## src/rtl/hh_ctrl_pkg.sv

```systemverilog
// Shared definitions for the HitchHike backscatter sequencing controller.
// Holds the controller state encoding, the pulse-width command codes
// (in command units) and the width of the unit counter.
package hh_ctrl_pkg;

    localparam int UNIT_W = 4;

    typedef enum logic [2:0] {
        ST_IDLE    = 3'd0,
        ST_MEASURE = 3'd1,
        ST_DECODE  = 3'd2,
        ST_GUARD   = 3'd3,
        ST_TX      = 3'd4
    } state_t;

    localparam logic [UNIT_W-1:0] CMD_GLITCH = 4'd0;
    localparam logic [UNIT_W-1:0] CMD_START  = 4'd4;
    localparam logic [UNIT_W-1:0] CMD_RATE0  = 4'd5;
    localparam logic [UNIT_W-1:0] CMD_RATE1  = 4'd6;
    localparam logic [UNIT_W-1:0] CMD_RATE2  = 4'd7;
    localparam logic [UNIT_W-1:0] CMD_RATE3  = 4'd8;

    // Rate commands are consecutive, so the rate code is the offset from RATE0.
    function automatic logic [1:0] rate_code(input logic [UNIT_W-1:0] u);
        return 2'(u - CMD_RATE0);
    endfunction

endpackage

```

## src/rtl/hh_pulse_meter.sv

```systemverilog
// Pulse-width meter for the envelope-detector trigger.
// Synchronizes trigger_signal (2 flops), detects its rising edge and measures
// the high time in command units, rounding to the nearest unit (saturating).
// Ports:
//   clock, reset       : system clock, async active-high reset
//   en                 : measurement enable (low while the controller is busy)
//   trigger_signal     : raw asynchronous envelope input
//   meas_start         : 1-cycle pulse, a measurement begins (next cycle counts)
//   meas_valid         : high on the first cycle the synchronized trigger is low
//   units              : rounded pulse width, valid with meas_valid
module hh_pulse_meter
    import hh_ctrl_pkg::*;
#(
    parameter int UNIT_CYCLES = 20
) (
    input  logic              clock,
    input  logic              reset,
    input  logic              en,
    input  logic              trigger_signal,
    output logic              meas_start,
    output logic              meas_valid,
    output logic [UNIT_W-1:0] units
);

    localparam int SUB_W = $clog2(UNIT_CYCLES);
    localparam logic [SUB_W-1:0]  SUB_LAST = SUB_W'(UNIT_CYCLES - 1);
    localparam logic [SUB_W-1:0]  SUB_HALF = SUB_W'(UNIT_CYCLES / 2);
    localparam logic [UNIT_W-1:0] UNIT_MAX = '1;

    logic              sync1;
    logic              trig_s;
    logic              trig_d;
    logic              measuring;
    logic              rise;
    logic [SUB_W-1:0]  sub_cnt;
    logic [UNIT_W-1:0] unit_cnt;

    always_ff @(posedge clock or posedge reset) begin
        if (reset) begin
            sync1  <= 1'b0;
            trig_s <= 1'b0;
            trig_d <= 1'b0;
        end else begin
            sync1  <= trigger_signal;
            trig_s <= sync1;
            trig_d <= trig_s;
        end
    end

    // The edge detector keeps running while disabled, so a pulse that began
    // during a busy period is only measured from its next rising edge.
    assign rise       = trig_s & ~trig_d;
    assign meas_start = en & ~measuring & rise;
    assign meas_valid = en & measuring & ~trig_s;

    always_comb begin
        units = unit_cnt;
        if ((sub_cnt >= SUB_HALF) && (unit_cnt != UNIT_MAX)) begin
            units = unit_cnt + UNIT_W'(1);
        end
    end

    always_ff @(posedge clock or posedge reset) begin
        if (reset) begin
            measuring <= 1'b0;
            sub_cnt   <= '0;
            unit_cnt  <= '0;
        end else if (!en) begin
            measuring <= 1'b0;
        end else if (meas_start) begin
            measuring <= 1'b1;
            sub_cnt   <= '0;
            unit_cnt  <= '0;
        end else if (measuring) begin
            if (!trig_s) begin
                measuring <= 1'b0;
            end else if (sub_cnt == SUB_LAST) begin
                sub_cnt <= '0;
                if (unit_cnt != UNIT_MAX) begin
                    unit_cnt <= unit_cnt + UNIT_W'(1);
                end
            end else begin
                sub_cnt <= sub_cnt + SUB_W'(1);
            end
        end
    end

endmodule

```

## src/rtl/hh_backscatter_ctrl.sv

```systemverilog
// HitchHike tag sequencing controller.
// Decodes pulse-width commands on trigger_signal, holds the data-rate setting,
// buffers one payload word and, on START, drives the codeword-translation
// modulator bit by bit (MSB first) after a guard interval.
// Ports:
//   clock, reset        : system clock, async active-high reset
//   trigger_signal      : asynchronous envelope input, pulse-width coded
//   payload_data/valid  : payload offer; payload_ready high when buffer empty
//   mod_enable, mod_bit : modulator enable and current bit (1 = phase flip)
//   bit_strobe          : 1-cycle pulse on the first cycle of each bit
//   rate_sel            : current data-rate code
//   busy                : high during GUARD and TX
//   done, err           : 1-cycle completion / error pulses
module hh_backscatter_ctrl
    import hh_ctrl_pkg::*;
#(
    parameter int UNIT_CYCLES     = 20,
    parameter int PAYLOAD_BITS    = 32,
    parameter int BASE_BIT_CYCLES = 20,
    parameter int GUARD_CYCLES    = 40
) (
    input  logic                    clock,
    input  logic                    reset,
    input  logic                    trigger_signal,
    input  logic [PAYLOAD_BITS-1:0] payload_data,
    input  logic                    payload_valid,
    output logic                    payload_ready,
    output logic                    mod_enable,
    output logic                    mod_bit,
    output logic                    bit_strobe,
    output logic [1:0]              rate_sel,
    output logic                    busy,
    output logic                    done,
    output logic                    err
);

    localparam int TMR_W  = $clog2(BASE_BIT_CYCLES * 8 + 1);
    localparam int BIDX_W = $clog2(PAYLOAD_BITS + 1);
    localparam int GCNT_W = $clog2(GUARD_CYCLES + 1);

    state_t                  state;
    state_t                  state_n;
    logic                    meas_start;
    logic                    meas_valid;
    logic [UNIT_W-1:0]       units;
    logic [UNIT_W-1:0]       cmd_units;

    logic                    buf_valid;
    logic [PAYLOAD_BITS-1:0] buf_data;
    logic [PAYLOAD_BITS-1:0] shreg;
    logic [1:0]              tx_rate;
    logic [GCNT_W-1:0]       gcnt;
    logic [TMR_W-1:0]        tmr;
    logic [BIDX_W-1:0]       bidx;
    logic [TMR_W-1:0]        bit_period;
    logic                    tmr_last;
    logic                    bit_last;

    logic                    start_tx;
    logic                    err_n;
    logic                    done_n;
    logic                    rate_wr;
    logic [1:0]              rate_n;

    hh_pulse_meter #(
        .UNIT_CYCLES(UNIT_CYCLES)
    ) u_meter (
        .clock         (clock),
        .reset         (reset),
        .en            (!busy),
        .trigger_signal(trigger_signal),
        .meas_start    (meas_start),
        .meas_valid    (meas_valid),
        .units         (units)
    );

    assign bit_period = TMR_W'(BASE_BIT_CYCLES) << tx_rate;
    assign tmr_last   = (tmr == bit_period - TMR_W'(1));
    assign bit_last   = (bidx == BIDX_W'(PAYLOAD_BITS - 1));

    always_ff @(posedge clock or posedge reset) begin
        if (reset) begin
            state <= ST_IDLE;
        end else begin
            state <= state_n;
        end
    end

    always_comb begin
        state_n  = state;
        start_tx = 1'b0;
        err_n    = 1'b0;
        done_n   = 1'b0;
        rate_wr  = 1'b0;
        rate_n   = rate_sel;
        case (state)
            ST_IDLE: begin
                if (meas_start) begin
                    state_n = ST_MEASURE;
                end
            end
            ST_MEASURE: begin
                if (meas_valid) begin
                    state_n = ST_DECODE;
                end
            end
            ST_DECODE: begin
                state_n = ST_IDLE;
                case (cmd_units)
                    CMD_GLITCH: ;
                    CMD_START: begin
                        // Only a word already held counts; a word arriving this
                        // same cycle just loads.
                        if (buf_valid) begin
                            start_tx = 1'b1;
                            state_n  = ST_GUARD;
                        end else begin
                            err_n = 1'b1;
                        end
                    end
                    CMD_RATE0, CMD_RATE1, CMD_RATE2, CMD_RATE3: begin
                        rate_wr = 1'b1;
                        rate_n  = rate_code(cmd_units);
                    end
                    default: err_n = 1'b1;
                endcase
            end
            ST_GUARD: begin
                if (gcnt == GCNT_W'(GUARD_CYCLES - 1)) begin
                    state_n = ST_TX;
                end
            end
            ST_TX: begin
                if (tmr_last && bit_last) begin
                    state_n = ST_IDLE;
                    done_n  = 1'b1;
                end
            end
            default: state_n = ST_IDLE;
        endcase
    end

    always_ff @(posedge clock or posedge reset) begin
        if (reset) begin
            cmd_units <= '0;
            buf_valid <= 1'b0;
            buf_data  <= '0;
            shreg     <= '0;
            tx_rate   <= '0;
            gcnt      <= '0;
            tmr       <= '0;
            bidx      <= '0;
            rate_sel  <= '0;
            err       <= 1'b0;
            done      <= 1'b0;
        end else begin
            err  <= err_n;
            done <= done_n;

            if ((state == ST_MEASURE) && meas_valid) begin
                cmd_units <= units;
            end

            if (rate_wr) begin
                rate_sel <= rate_n;
            end

            // Load and consume are mutually exclusive: load needs an empty
            // buffer, START consumes a full one.
            if (payload_valid && !buf_valid) begin
                buf_valid <= 1'b1;
                buf_data  <= payload_data;
            end else if (start_tx) begin
                buf_valid <= 1'b0;
            end

            if (start_tx) begin
                shreg   <= buf_data;
                tx_rate <= rate_sel;
                gcnt    <= '0;
            end

            if (state == ST_GUARD) begin
                gcnt <= gcnt + GCNT_W'(1);
                tmr  <= '0;
                bidx <= '0;
            end

            if (state == ST_TX) begin
                if (tmr_last) begin
                    tmr   <= '0;
                    shreg <= shreg << 1;
                    bidx  <= bidx + BIDX_W'(1);
                end else begin
                    tmr <= tmr + TMR_W'(1);
                end
            end
        end
    end

    assign payload_ready = !buf_valid;
    assign mod_enable    = (state == ST_TX);
    assign mod_bit       = mod_enable & shreg[PAYLOAD_BITS-1];
    assign bit_strobe    = mod_enable & (tmr == '0);
    assign busy          = (state == ST_GUARD) || (state == ST_TX);

endmodule

```

## config.mk

```make
export PLATFORM = sky130hd
export DESIGN_NAME = hh_backscatter_ctrl
export DESIGN_NICKNAME = d
export VERILOG_FILES = /design/src/rtl/hh_ctrl_pkg.sv /design/src/rtl/hh_pulse_meter.sv /design/src/rtl/hh_backscatter_ctrl.sv
export SDC_FILE = /design/constraint.sdc
export NUM_CORES = 1
export LEC_CHECK = 0
export CAP_MARGIN = 20
export CORE_AREA = 2 2 120 98
export CTS_CLUSTER_SIZE = 12
export DETAILED_ROUTE_END_ITERATION = 8
export DIE_AREA = 0 0 122 100
export PLACE_DENSITY = 0.77
export SYNTH_ARGS = -nofsm -noshare
export SYNTH_HDL_FRONTEND = slang
export SYNTH_SLANG_ARGS = --single-unit
```

## constraint.sdc

```tcl
create_clock -name clock -period 4.9 [get_ports clock]
set_input_delay 1.225 -clock clock [delete_from_list [all_inputs] [get_ports clock]]
set_output_delay 1.225 -clock clock [all_outputs]
set_load 0.02 [all_outputs]
```

* Word level (Yosys, flattened, before mapping)
Index checks and enable logic that the tools add are counted.
** Cells by class
- Shift-type cells :: 1
- Bitwise gates (word level) :: 11
- Add/subtract/negate cells :: 7
- Reduce and logical (&&, ||, !) cells :: 23
- Order comparisons :: 1
- Equal/unequal tests :: 18
- Mux-type cells :: 44
** Operators by type and width (count)
- 32-bit 2-to-1 mux :: 3
- 6-bit 2-to-1 mux :: 5
- 4-bit 2-to-1 mux :: 6
- 8-bit 2-to-1 mux :: 3
- 5-bit 2-to-1 mux :: 4
- 4-bit by 3-bit == test with 1-bit output, second input constant :: 4
- 1-bit 2-to-1 mux :: 15
- 3-bit one-hot mux with 5 select lines :: 1
- 2-bit nonzero test :: 7
- 6-bit by 1-bit adder with 6-bit output, second input constant :: 2
- 3-bit 2-to-1 mux :: 4
- 8-bit by 1-bit adder with 8-bit output, second input constant :: 1
- 8-bit == test :: 1
- 8-bit zero test :: 1
- 5-bit by 2-bit << shifter with 8-bit output, first input constant :: 1
- 8-bit by 1-bit subtractor with 8-bit output, second input constant :: 1
- 1-bit AND :: 7
- 3-bit by 2-bit == test with 1-bit output, second input constant :: 2
- 6-bit by 5-bit == test with 1-bit output, second input constant :: 1
- 6-bit == test, second input constant :: 1
- 2-bit inequality test, second input constant :: 3
- 3-bit AND reduction :: 2
- 5-bit by 1-bit adder with 5-bit output, second input constant :: 1
- 5-bit == test, second input constant :: 1
- other kinds (20) :: 28
** Storage, ports and cells
- Input port bits :: 36
- Logic and storage cells :: 123
- Output and inout port bits :: 9
- Flip-flop bits (word level) :: 111

* Depth between registers and ports, before layout
Gate-level depths: netlist (run 1).
- Depth in word-level cells :: 7
- Gate-level depth with buffers :: 8
- Depth with buffers taken out :: 6

* Modules after synthesis
Synthesis (run 1) repeated with hierarchy kept, for this count alone.
** Second synthesis, totals
- Cells, all modules :: 465
- Area total of the unflattened synthesis :: 5526.6 um^2
** Modules (own cells, without submodules)
- hh_backscatter_ctrl :: cells each 385, sequential area each 2452.4 um^2, instances 1, area each 4740.8 um^2
- hh_pulse_meter :: cells each 80, sequential area each 325.3 um^2, instances 1, area each 785.8 um^2

* Least setup slack after synthesis (run 1)
Ideal clock, no wire load.
- Kind :: flip-flop to output port
- Start point :: reg state[1]
- End point :: out bit_strobe
- Stages on the path, launching flop included :: 8
- Arrival :: 1.954 ns
- Setup slack :: 1.721 ns
- Cell sequence :: dfrtp_1 -> buf_2 -> or3b_1 -> buf_2 -> inv_2 -> buf_4 -> nand4_1 -> nor4_1
** On the way
- Word-level cells in the longest chain between the ends :: 2
** RTL lines
- start, declared :: line hh_backscatter_ctrl.sv:41 : state_t state;
- start signal, assigned :: line hh_backscatter_ctrl.sv:85 : state <= state_n;
- 3-bit == test :: line hh_backscatter_ctrl.sv:202 : assign mod_enable = (state == ST_TX);
- named net mod_enable :: line hh_backscatter_ctrl.sv:28 : output logic mod_enable,
- 1-bit AND :: line hh_backscatter_ctrl.sv:204 : assign bit_strobe = mod_enable & (tmr == '0);
- end, declared :: line hh_backscatter_ctrl.sv:30 : output logic bit_strobe,
The timed path passes the listed nets, and every way through them passes these cells.

* Final worst setup path (run 1)
- Start point :: reg state[1]
- End point :: out bit_strobe
** On the way
- Word-level cells in the longest chain between the ends :: 2
** RTL lines (line)
- 3-bit == test :: hh_backscatter_ctrl.sv:202
- 1-bit AND :: hh_backscatter_ctrl.sv:204
Every way passes these cells.

==> metrics.txt, run 1 <==
Post-synth EDFFs 0; final WL 10600 um; Leakage 3.02 nW; DR pass1 iterations 4; via count 3653; largest family of logic cells by synthesized area multiplexers; Peak VDD IR 0.186 mV; fillers 876; Core Area 11200 um^2; compound-cell area share of the yosys netlist 6.56%; Post-synth ARST share 100%; Area growth syn-to-layout 15.2%; P per Cell Area 322 nW/um^2; CTS tree done; xor and xnor fraction of the mapped netlist area 1.56%; DR iter-0 viols 321; vias in the first global route 3710; Chip Width 122 um; htree depth 3; highest net fanout along the worst path 15; CP endpoint kind output pin; crit path time final 3.96 ns; Syn Nets 516; Sequential Power Share 50.8%; Crit Path Class flop to output pin; num rows 35; Startpoint Class flop; Slowest-stage cell, CP clkdlybuf4s50_1; largest net degree at the start of global routing 60; CTS clk-pin slew, worst paths 0.08 ns; CTS Root Cell clkbuf_16; Net Sw Frac 27.3%; Overflow after GRT 0; post-CTS setup buffer count 0; share of the synthesized area in the top cell type 49.5%; # setup viols final 0; initial antenna violation count 0; status completed; DIE AREA 12200 um^2; clock latency on the worst-skew pair 0.35 ns; clk sink count 111; cell taking the most area after synthesis dfrtp_1; Final nets 550; worst path required time 3.67 ns; number of buffers and inverters on the critical path 2; All-Layer GR Usage 18.5%; drt drc 0; multiplexer area fraction after synthesis 23.6%; routability cong. 0.804; I/O pin count 45; Critical Path AT 2.73 ns; Buffers on Ports 44; first-pass GRT wire length 18000 um; part of the power in the clock network 36.9%; Synth cell types 60; Avg Cell Area, Syn 12.1 um^2; hold_buf cts 0; Synth Area in Adders 3.57%; top_reg_cell synth dfrtp_1; worst min-delay path class flop to flop; total number of yosys warnings 0; clock buffer depth 2; layout cells sized above 1 25.2%; cell family with most CP delay buffers and inverters; Hold WS 0.355 ns; cell area after synthesis 5610 um^2; Net Sw Power 0.568 mW; post-synthesis sequential area ratio 49.5%; n_diodes 0; RSZ-0062 raised after global routing false; detailed placement HPWL 7170 um; Worst-Margin Slew 0.889 ns; Pint 1.51 mW; clk_skew 0.00528 ns; Worst slew margin 39.9%; area share of and/or/nand/nor cells after synthesis 11.6%; Starting Density 50.3%; slowest stage delay, CP 0.65 ns; wire length per cell 16.3 um; setup TNS 0 ns; Final Max Tran Viols 0; die height 100 um; vias per inst 5.61; final worst path period share 80.8%; FF+latch count, synth 111; combinational power share 12.3%; worst path cell trace or3b_1, inv_2, nand4_1, nor4_1, clkdlybuf4s50_1; post-cts sizing count 0; Area contributors post-synth dfrtp_1 49%, mux2_2 14%, mux2_4 7.2%, ha_1 3.6%, mux2i_1 2.0%; CTS buffer count 9; Cells after Synth 464; Hold Violations, Final 0; Peak Freq 253 MHz; Max-Cap Viols 0; Post-DRT Antenna Nets 0
## cell families after synthesis
logic type | after synthesis
xor gates and xnor gates | 10
adders and majority gates | 16
DFF | 111
and+or+nand+nor | 118
buffers and inverters | 42
muxes | 109
AOI/OAI and AO/OA | 58
## state kept, by name, summed over array words and instances, names as in the netlist, 3 cells and up
signal and flops:
buf_data 32, shreg 32, tmr 8, bidx 6, gcnt 6, u_meter.sub_cnt 5, cmd_units 4, u_meter.unit_cnt 4
state 3
## power by group through the flow
stage               clock [mW]  combinational [mW]  sequential, mW
CTS                      0.784               0.260            1.05
floorplan                    0               0.208            1.03
global placement             0               0.244            1.06
detailed placement           0               0.258            1.07
global route             0.822               0.292            1.07
finish                   0.768               0.256            1.06
## worst paths after layout
check	to	startpoint	slack, ns	cells after the start
min in group asynchronous	buf_data[19]	reset	1.35	2
max	bit_strobe	state[1]	0.94	5
max reg2reg	shreg[7]	tx_rate[1]	2.05	6
max in group asynchronous	u_meter.unit_cnt[2]	reset	2.80	3
min	u_meter.trig_s	u_meter.sync1	0.35	0
min reg2reg	u_meter.trig_s	u_meter.sync1	0.35	0
## final cells by class
type	instances	area, um^2	area share, %
clock buffers	9	225	3.48
inverters	18	70.1	1.08
multi-input cells	311	2640	40.8
well taps	148	185	2.87
flip-flops and latches	111	2780	43.0
repair buffers	47	475	7.36
clock inverters	7	91.3	1.41
## through the flow
step | setup WS, ns | instances | total power, mW | instance area [um^2] | util [%]
3_3_place_gp | 1.34 | 635 | 1.31 | 6150 | 55.0
3_5_place_dp | 1.34 | 635 | 1.33 | 6150 | 55.0
4_1_cts | 0.951 | 651 | 2.10 | 6460 | 57.9
5_1_grt | 0.810 | 651 | 2.18 | 6460 | 57.9
6_report | 0.943 | 651 | 2.08 | 6460 | 57.9
2_1_floorplan | 0.744 | 464 | 1.24 | 5610 | -
## per-layer routing
layer  share of wire, %  track usage (%)  wire (um)
met4               0.92             3.71         98
met3                4.6             4.60        489
met2                 50             31.2       5290
met5                  0                0          0
met1                 45             24.6       4760
## layout by cell type, fill, tap and decap left out, types with 10 or more instances in the layout
master	n
a21oi_1	10
clkdlybuf4s50_1	44
dfrtp_1	111
ha_1	16
inv_1	16
mux2_2	70
mux2_4	27
mux2i_1	11
nand2_1	28
nand3_1	13
nand4_1	11
nor2_1	22
o21ai_0	20
## synthesized netlist by cell type, drive strengths merged, types with 2 or more instances
master and n:
dfrtp 111, mux2 97, nand2 28, nor2 22, o21ai 20, inv 18
buf 16, ha 16, nand3 13, mux2i 12, nand4 12, a21oi 10
and2 8, clkbuf 8, a31oi 7, nor3 7, and3 5, xnor2 5
xor2 5, nand2b 4, a22o 3, o22ai 3, or3 3, a41oi 2
and4 2, nand3b 2, o21a 2, or3b 2
Power figures use the tool's default switching activity.
==> inputs of run 2 (changes only) <==
- PLACE_DENSITY: 0.77 -> 0.8
- clock period: 4.9 -> 3.4 ns (I/O delays scaled with it)
==> metrics.txt, run 2 (same netlist as run 1, synthesis figures left out) <==
status completed; placed cells 637; Buffers on Ports 44; Peak VDD IR 0.264 mV; Placed Area 6160 um^2; routability cong. 0.838; Final Max Tran Viols 0; clk sink count 111; layout cells sized above 1 25.5%; drt drc 0; setup TNS 0 ns; Overall Power 2.96 mW; hold_buf cts 0; biggest regs buf_data (32), shreg (32), tmr (8); Critical Path AT 2.29 ns; num rows 35; Crit Path Class flop to output pin; CTS clk-pin slew, worst paths 0.07 ns; Final nets 552; most frequent cells in the layout 111 x dfrtp_1, 70 x mux2_2, 43 x clkdlybuf4s50_1; most common cell after layout, fill and taps aside dfrtp_1; R2R setup slack 0.96 ns; RSZ-0062 raised after global routing false; Peak Freq 318 MHz; initial antenna violation count 0; r2r endpoint shreg[2]; vias in the first global route 3872; highest net fanout along the worst path 11; DR pass1 iterations 5; detailed placement HPWL 7390 um; Core Area 11200 um^2; worst min-delay path class flop to flop; CP endpoint kind output pin; Hold EP u_meter.trig_s; Final Cell Area 6460 um^2; fillers 899; CTS Root Cell clkbuf_16; Place WS 0.440 ns; clock buffer depth 2; via count 3723; Worst-Margin Slew 0.892 ns; vias per inst 5.70; Worst slew margin 39.7%; wire length per cell 17.2 um; reg-to-reg startpoint cmd_units[0]; CTS buffer count 9; hold_sp u_meter.sync1; Hold WS 0.350 ns; die height 100 um; worst path required time 2.55 ns; final WL 11200 um; Max-Cap Viols 0; Overflow after GRT 0; first-pass GRT wire length 18800 um; Hold Path Depth 0; FF/Latch Area 2780 um^2; crit path time final 3.14 ns; Post-Layout Cell Count 653; clk_skew 0.00900 ns; n_diodes 0; Final WS setup 0.257 ns; largest net degree at the start of global routing 91; Post-DRT Antenna Nets 0; htree depth 3; Hold Violations, Final 0; CTS tree done; P per Cell Area 458 nW/um^2; R2R depth 7; I/O pin count 45; multi-input logic area 2640 um^2; All-Layer GR Usage 19.3%; Starting Density 50.3%; Leakage 3.05 nW; Startpoint Class flop; final worst path period share 92.4%; DIE AREA 12200 um^2; clock latency on the worst-skew pair 0.35 ns; DR iter-0 viols 322; Area growth syn-to-layout 15.1%; # setup viols final 0; Chip Width 122 um; Util after Layout 57.8%; post-CTS setup buffer count 0; post-cts sizing count 0
run 2: cell count changes in the layout (fill, tap and decap cells not counted), sizes merged:
cell and delta:
clkinvlp -1, inv -1, clkdlybuf4s50 -1, clkinv +2
buf +2, dlymetal6s2s +1
run 2: worst max-delay path: stages (launching register included):
cell	delay, ns
dfrtp_1	0.45
or3b_1	0.44
inv_2	0.21
nor2_1	0.17
inv_1	0.09
clkdlybuf4s50_1	0.59
run 2: cell type report:
cell class / instances / area share, %
clock buffer: 9 / 3.49
multi-input combinational: 311 / 40.8
timing repair buffer: 49 / 7.63
inverter: 18 / 1.10
sequential: 111 / 43.0
clock inverter: 7 / 1.08
tap: 148 / 2.87
run 2: worst max-delay path by stage:
| stage | cells past startpoint | start | slack [ns] | to |
|---|---|---|---|---|
| after global placement | 5 | state[1] | 0.47 | bit_strobe |
| after CTS | 5 | state[1] | 0.06 | bit_strobe |
| after floorplan | 7 | state[1] | 0.60 | bit_strobe |
| after detailed placement | 5 | state[1] | 0.44 | bit_strobe |
| final | 5 | state[1] | 0.26 | busy |
| after global routing | 5 | state[1] | 0.12 | busy |
run 2: routing by layer:
| metal | GRT usage (%) | routed length [um] | share of wire, % |
|---|---|---|---|
| met5 | 0 | 0 | 0 |
| met2 | 32.9 | 5740 | 51 |
| met1 | 24.9 | 4850 | 43 |
| met3 | 4.89 | 518 | 4.6 |
| met4 | 4.60 | 137 | 1.2 |
run 2: power by group:
group          switching, mW  total (mW)  internal (mW)
clock network          0.483        1.06          0.573
logic                  0.205       0.376          0.172
registers              0.107        1.53           1.42
==> inputs of run 3 (changes only) <==
- CAP_MARGIN: 20 -> 10
==> results of run 3 <==
Final layout, timing and power as in run 2 (identical DEF).
==> RTL edit 1, RTL diff (flow settings as in run 3) <==
Encoding of `state_t`: now Gray code (3 bits for 5 states).
--- a/src/rtl/hh_ctrl_pkg.sv
+++ b/src/rtl/hh_ctrl_pkg.sv
@@ -8,7 +8,7 @@
     typedef enum logic [2:0] {
-        ST_IDLE    = 3'd0,
-        ST_MEASURE = 3'd1,
-        ST_DECODE  = 3'd2,
-        ST_GUARD   = 3'd3,
-        ST_TX      = 3'd4
+        ST_IDLE    = 3'b000,
+        ST_MEASURE = 3'b001,
+        ST_DECODE  = 3'b011,
+        ST_GUARD   = 3'b010,
+        ST_TX      = 3'b110
     } state_t;
Formal check against the unedited RTL: same outputs for any inputs over 10 cycles, from zero or initial values and one cycle with reset high; not proved beyond that.
==> RTL edit 1 against run 3 <==
Total power up 6.7%. First-iteration DRC count down 5.3%. Worst setup slack gained 0.056 ns. Wire length decreased by 4.7%. Maximum frequency increased by 1.8%. Sequential cell count stayed put. Area after synthesis down 2.2%. Die area is the same. Global-route usage is 0.64 points lower. Final area decreased by 0.12%. Count of clock-buffer cells in the layout did not move. Combinational power grew 38%. Critical path type unchanged. Critical endpoint is now bit_strobe. Largest cell class unchanged.
==> RTL edit 1: results (changes against run 3) <==
Finished Layout Cells=666 (+2.0%); global-route wire length before repair=18200 µm (-3.2%); reg2reg setup slack=0.90 ns (-0.06 ns); Inst Count DP=650 (+2.0%); adder and majority gate portion of the synthesized area=3.65% (+0.081 points); Final Skew=0.00714 ns (-0.00186 ns); hold_ws=0.357 ns (+0.00616 ns); Peak VDD IR=0.000271 V (+2.8%); Netlist cell types=55 (-8.3%); mux contribution to synthesized area=21.8% (-1.9 points); top post-synthesis cells by count=dfrtp_1, mux2_2, nand2_1; Initial DRC Count=305 (-5.3%); Cells after Synth=471 (+1.5%); status=finished clean; DP Area=0.00615 mm² (-0.20%); largest net degree at the start of global routing=37 (-59%); Synth Net Count=523 (+1.4%); Leak=2.97 nW (-2.4%); HPWL Detailed=7500 µm (+1.5%); Reg2Reg Capture Point=shreg[10]; nets=565 (+2.4%); xor and xnor fraction of the mapped netlist area=1.12% (-0.44 points); slew margin rel.=38.7% (-1.0 points); crit-path max FO=8 (-3); sequential area share after synthesis=50.6% (+1.1 points); complex-gate fraction of the synthesized area=8.55% (+2.0 points); Worst EP arrival=2.24 ns (-0.05 ns)
-- RTL edit 1: cell count changes in the layout (fill, tap and decap cells not counted), sizes merged, moves of 4 or more --
cell / before / now
a31oi: 7 / 1
a21oi: 10 / 6
buf: 5 / 9
nand2: 28 / 34
o21ai: 20 / 29
and3: 5 / 10
nor2: 22 / 17
o31ai: 1 / 6
o211ai: 0 / 7
and2: 8 / 2
-- RTL edit 1: cell type report --
type / instances / area [µm²] / area share, %
Timing Repair Buffer: 53 / 558 / 8.65
Sequential cell: 111 / 2780 / 43.0
Multi-Input combinational cell: 319 / 2550 / 39.6
Inverter: 19 / 75.1 / 1.16
Tap cell: 148 / 185 / 2.87
Clock inverter: 7 / 77.6 / 1.20
Clock buffer: 9 / 225 / 3.49
-- RTL edit 1: logic make-up after synthesis --
| group | Yosys count |
|---|---|
| simple gates | 118 |
| xor+xnor | 7 |
| buf+inv | 41 |
| flops | 111 |
| mux | 106 |
| fa+ha+maj | 16 |
| compound gates | 72 |
-- RTL edit 1: stage by stage --
step                utilization [%]  setup slack [ns]
finish                         57.8             0.313
global route                   57.8             0.110
CTS                            57.8             0.332
detailed placement             55.1             0.720
global placement               55.1             0.771
floorplan                         -             0.939
-- RTL edit 1: worst max-delay path by stage --
stage	end	slack, ns
floorplan	bit_strobe	0.94
global placement	bit_strobe	0.77
detailed placement	bit_strobe	0.72
CTS	bit_strobe	0.33
global route	bit_strobe	0.11
finish	bit_strobe	0.31
-- RTL edit 1: routing by layer --
metal / share of wire (%) / track usage [%]
met4: 1.6 / 6.45
met2: 48 / 30.3
met1: 46 / 25.1
met3: 4.1 / 3.81
met5: 0 / 0
-- RTL edit 1: where the power goes --
part	switching, mW	internal, mW
clock network	0.497	0.580
registers	0.119	1.44
logic	0.280	0.239
total	0.896	2.26
==> RTL edit 2, RTL diff (flow settings as in run 3) <==
Without the edit above. `GUARD_CYCLES`: 40 -> 20.
--- a/src/rtl/hh_backscatter_ctrl.sv
+++ b/src/rtl/hh_backscatter_ctrl.sv
@@ -19,3 +19,3 @@
     parameter int BASE_BIT_CYCLES = 20,
-    parameter int GUARD_CYCLES    = 40
+    parameter int GUARD_CYCLES    = 20
 ) (
Formal check against the unedited RTL: same outputs for any inputs over 10 cycles, from zero or initial values and one cycle with reset high; that may be too few to reach the edited logic, so the function may still have changed.
==> RTL edit 2 against run 3 <==
Area after synthesis decreased by 2.6%. Sequential cell count is 1 lower. Count of clock-buffer cells in the layout grew 3. Combinational power increased by 36%. First-iteration DRC count up 16%. Worst setup slack got worse by 0.011 ns. Final area fell by 2.4%. Wire length down 10%. Total power grew 3.1%.
==> RTL edit 2: results (changes against run 3) <==
status=finished clean; Initial DRC Count=373 (+16%); crit-path max FO=9 (-2); Peak VDD IR=0.000267 V (+1.2%); reg2reg setup slack=0.69 ns (-0.27 ns); First-pass DRT Iterations=4 (-1); post-cts resize count=0 (unchanged); Leak=2.95 nW (-3.2%); Netlist cell types=48 (-20%); clk slew on worst S/H paths=0.07 ns (about the same); sequential area share after synthesis=50.4% (+0.86 points); Avg WL per Cell=15.7 µm (-8.5%); Post-CTS Setup Repair Bufs=0 (unchanged); largest net degree at the start of global routing=61 (-33%); post-DR vias/cell=5.48 (-3.8%); vias in the first global route=3547 (-8.4%); largest stage delay on the critical path=0.62 ns (+0.03 ns); global-route wire length before repair=17100 µm (-8.8%); internal power=2.19 mW (+1.1%); synth top area cells=dfrtp_1, mux2_2, mux2_4; dpl ws=0.596 ns (+0.157 ns); layout cells sized above 1=24.8% (-0.75 points); HPWL Detailed=6960 µm (-5.8%); RePlAce Congestion=0.878 (+4.7%); Overall Global Routing Usage=17.7% (-1.6 points); Post-synth ARST share=100% (unchanged); Hold WC Path Type=flip-flop to flip-flop; nets=540 (-2.2%); Worst Hold Path EP=u_meter.trig_s; Synth Net Count=498 (-3.5%); Reg2Reg Capture Point=shreg[5]; Tightest Pin Transition=0.773 ns (-0.119 ns); top post-synthesis cells by count=dfrtp_1, mux2_2, nand2_1; fill count=918 (+2.1%); Final Skew=0.00868 ns (-0.000323 ns); launch point of the worst reg-to-reg path=tx_rate[1]
[RTL edit 2: changes by cell type in the layout (fill, tap and decap cells not counted), sizes merged, moves of 4 or more]
cell   delta
nor2b     +4
o21ai     +4
nand4     -5
nor2     -11
[RTL edit 2: kinds of logic after synthesis]
kind of cell               synth area share (%)
xor gates and xnor gates                   1.44
and+or+nand+nor                            10.7
DFF                                        50.4
adders and majority gates                  3.66
muxes                                      23.8
buffers and inverters                      3.50
AOI/OAI and AO/OA                          6.55
[RTL edit 2: power groups by stage]
stage	Clock [mW]	Combinational [mW]	Sequential (mW)
floorplan	0	0.391	1.55
global placement	0	0.483	1.59
detailed placement	0	0.515	1.60
CTS	0.973	0.516	1.58
global route	1.04	0.576	1.61
finish	0.957	0.511	1.58
[RTL edit 2: cell type report]
cell class,count,share of cell area (%)
Timing Repair Buffer,51,8.02
Clock buffer,12,3.75
Tap cell,148,2.94
Multi-Input combinational cell,296,40.1
Inverter,20,1.25
Clock inverter,3,0.337
Sequential cell,110,43.7
[RTL edit 2: how the worst max path moves through the flow]
stage / start / end / slack [ns] / cells past startpoint
global route: state[1] / mod_bit / 0.11 / 5
floorplan: state[1] / bit_strobe / 0.42 / 7
CTS: state[1] / mod_bit / 0.22 / 5
finish: state[1] / mod_bit / 0.25 / 5
detailed placement: state[1] / mod_bit / 0.60 / 5
global placement: state[1] / mod_bit / 0.65 / 5
[RTL edit 2: stage by stage]
step	hold WS [ns]	cell area, µm²	power [mW]	utilization (%)	instances
4_1_cts	0.351	6310	3.07	56.5	640
2_1_floorplan	0.331	5470	1.94	-	446
6_report	0.350	6310	3.05	56.5	640
3_3_place_gp	0.337	6050	2.07	54.2	625
5_1_grt	0.358	6310	3.22	56.5	640
3_5_place_dp	0.335	6050	2.12	54.2	625
[RTL edit 2: layer usage]
layer  track usage, %  part of all wire (%)
met5                0                     0
met4             5.92                   1.4
met1             23.1                    44
met2             29.5                    51
met3             3.75                   3.5
[RTL edit 2: worst reg2reg max path, cell delays in order (launching register included)]
cell	delay [ns]
dfrtp_1	0.40
inv_1	0.10
ha_1	0.22
xnor2_1	0.17
mux2i_1	0.56
or4_2	0.22
buf_4	0.49
mux2_2	0.44
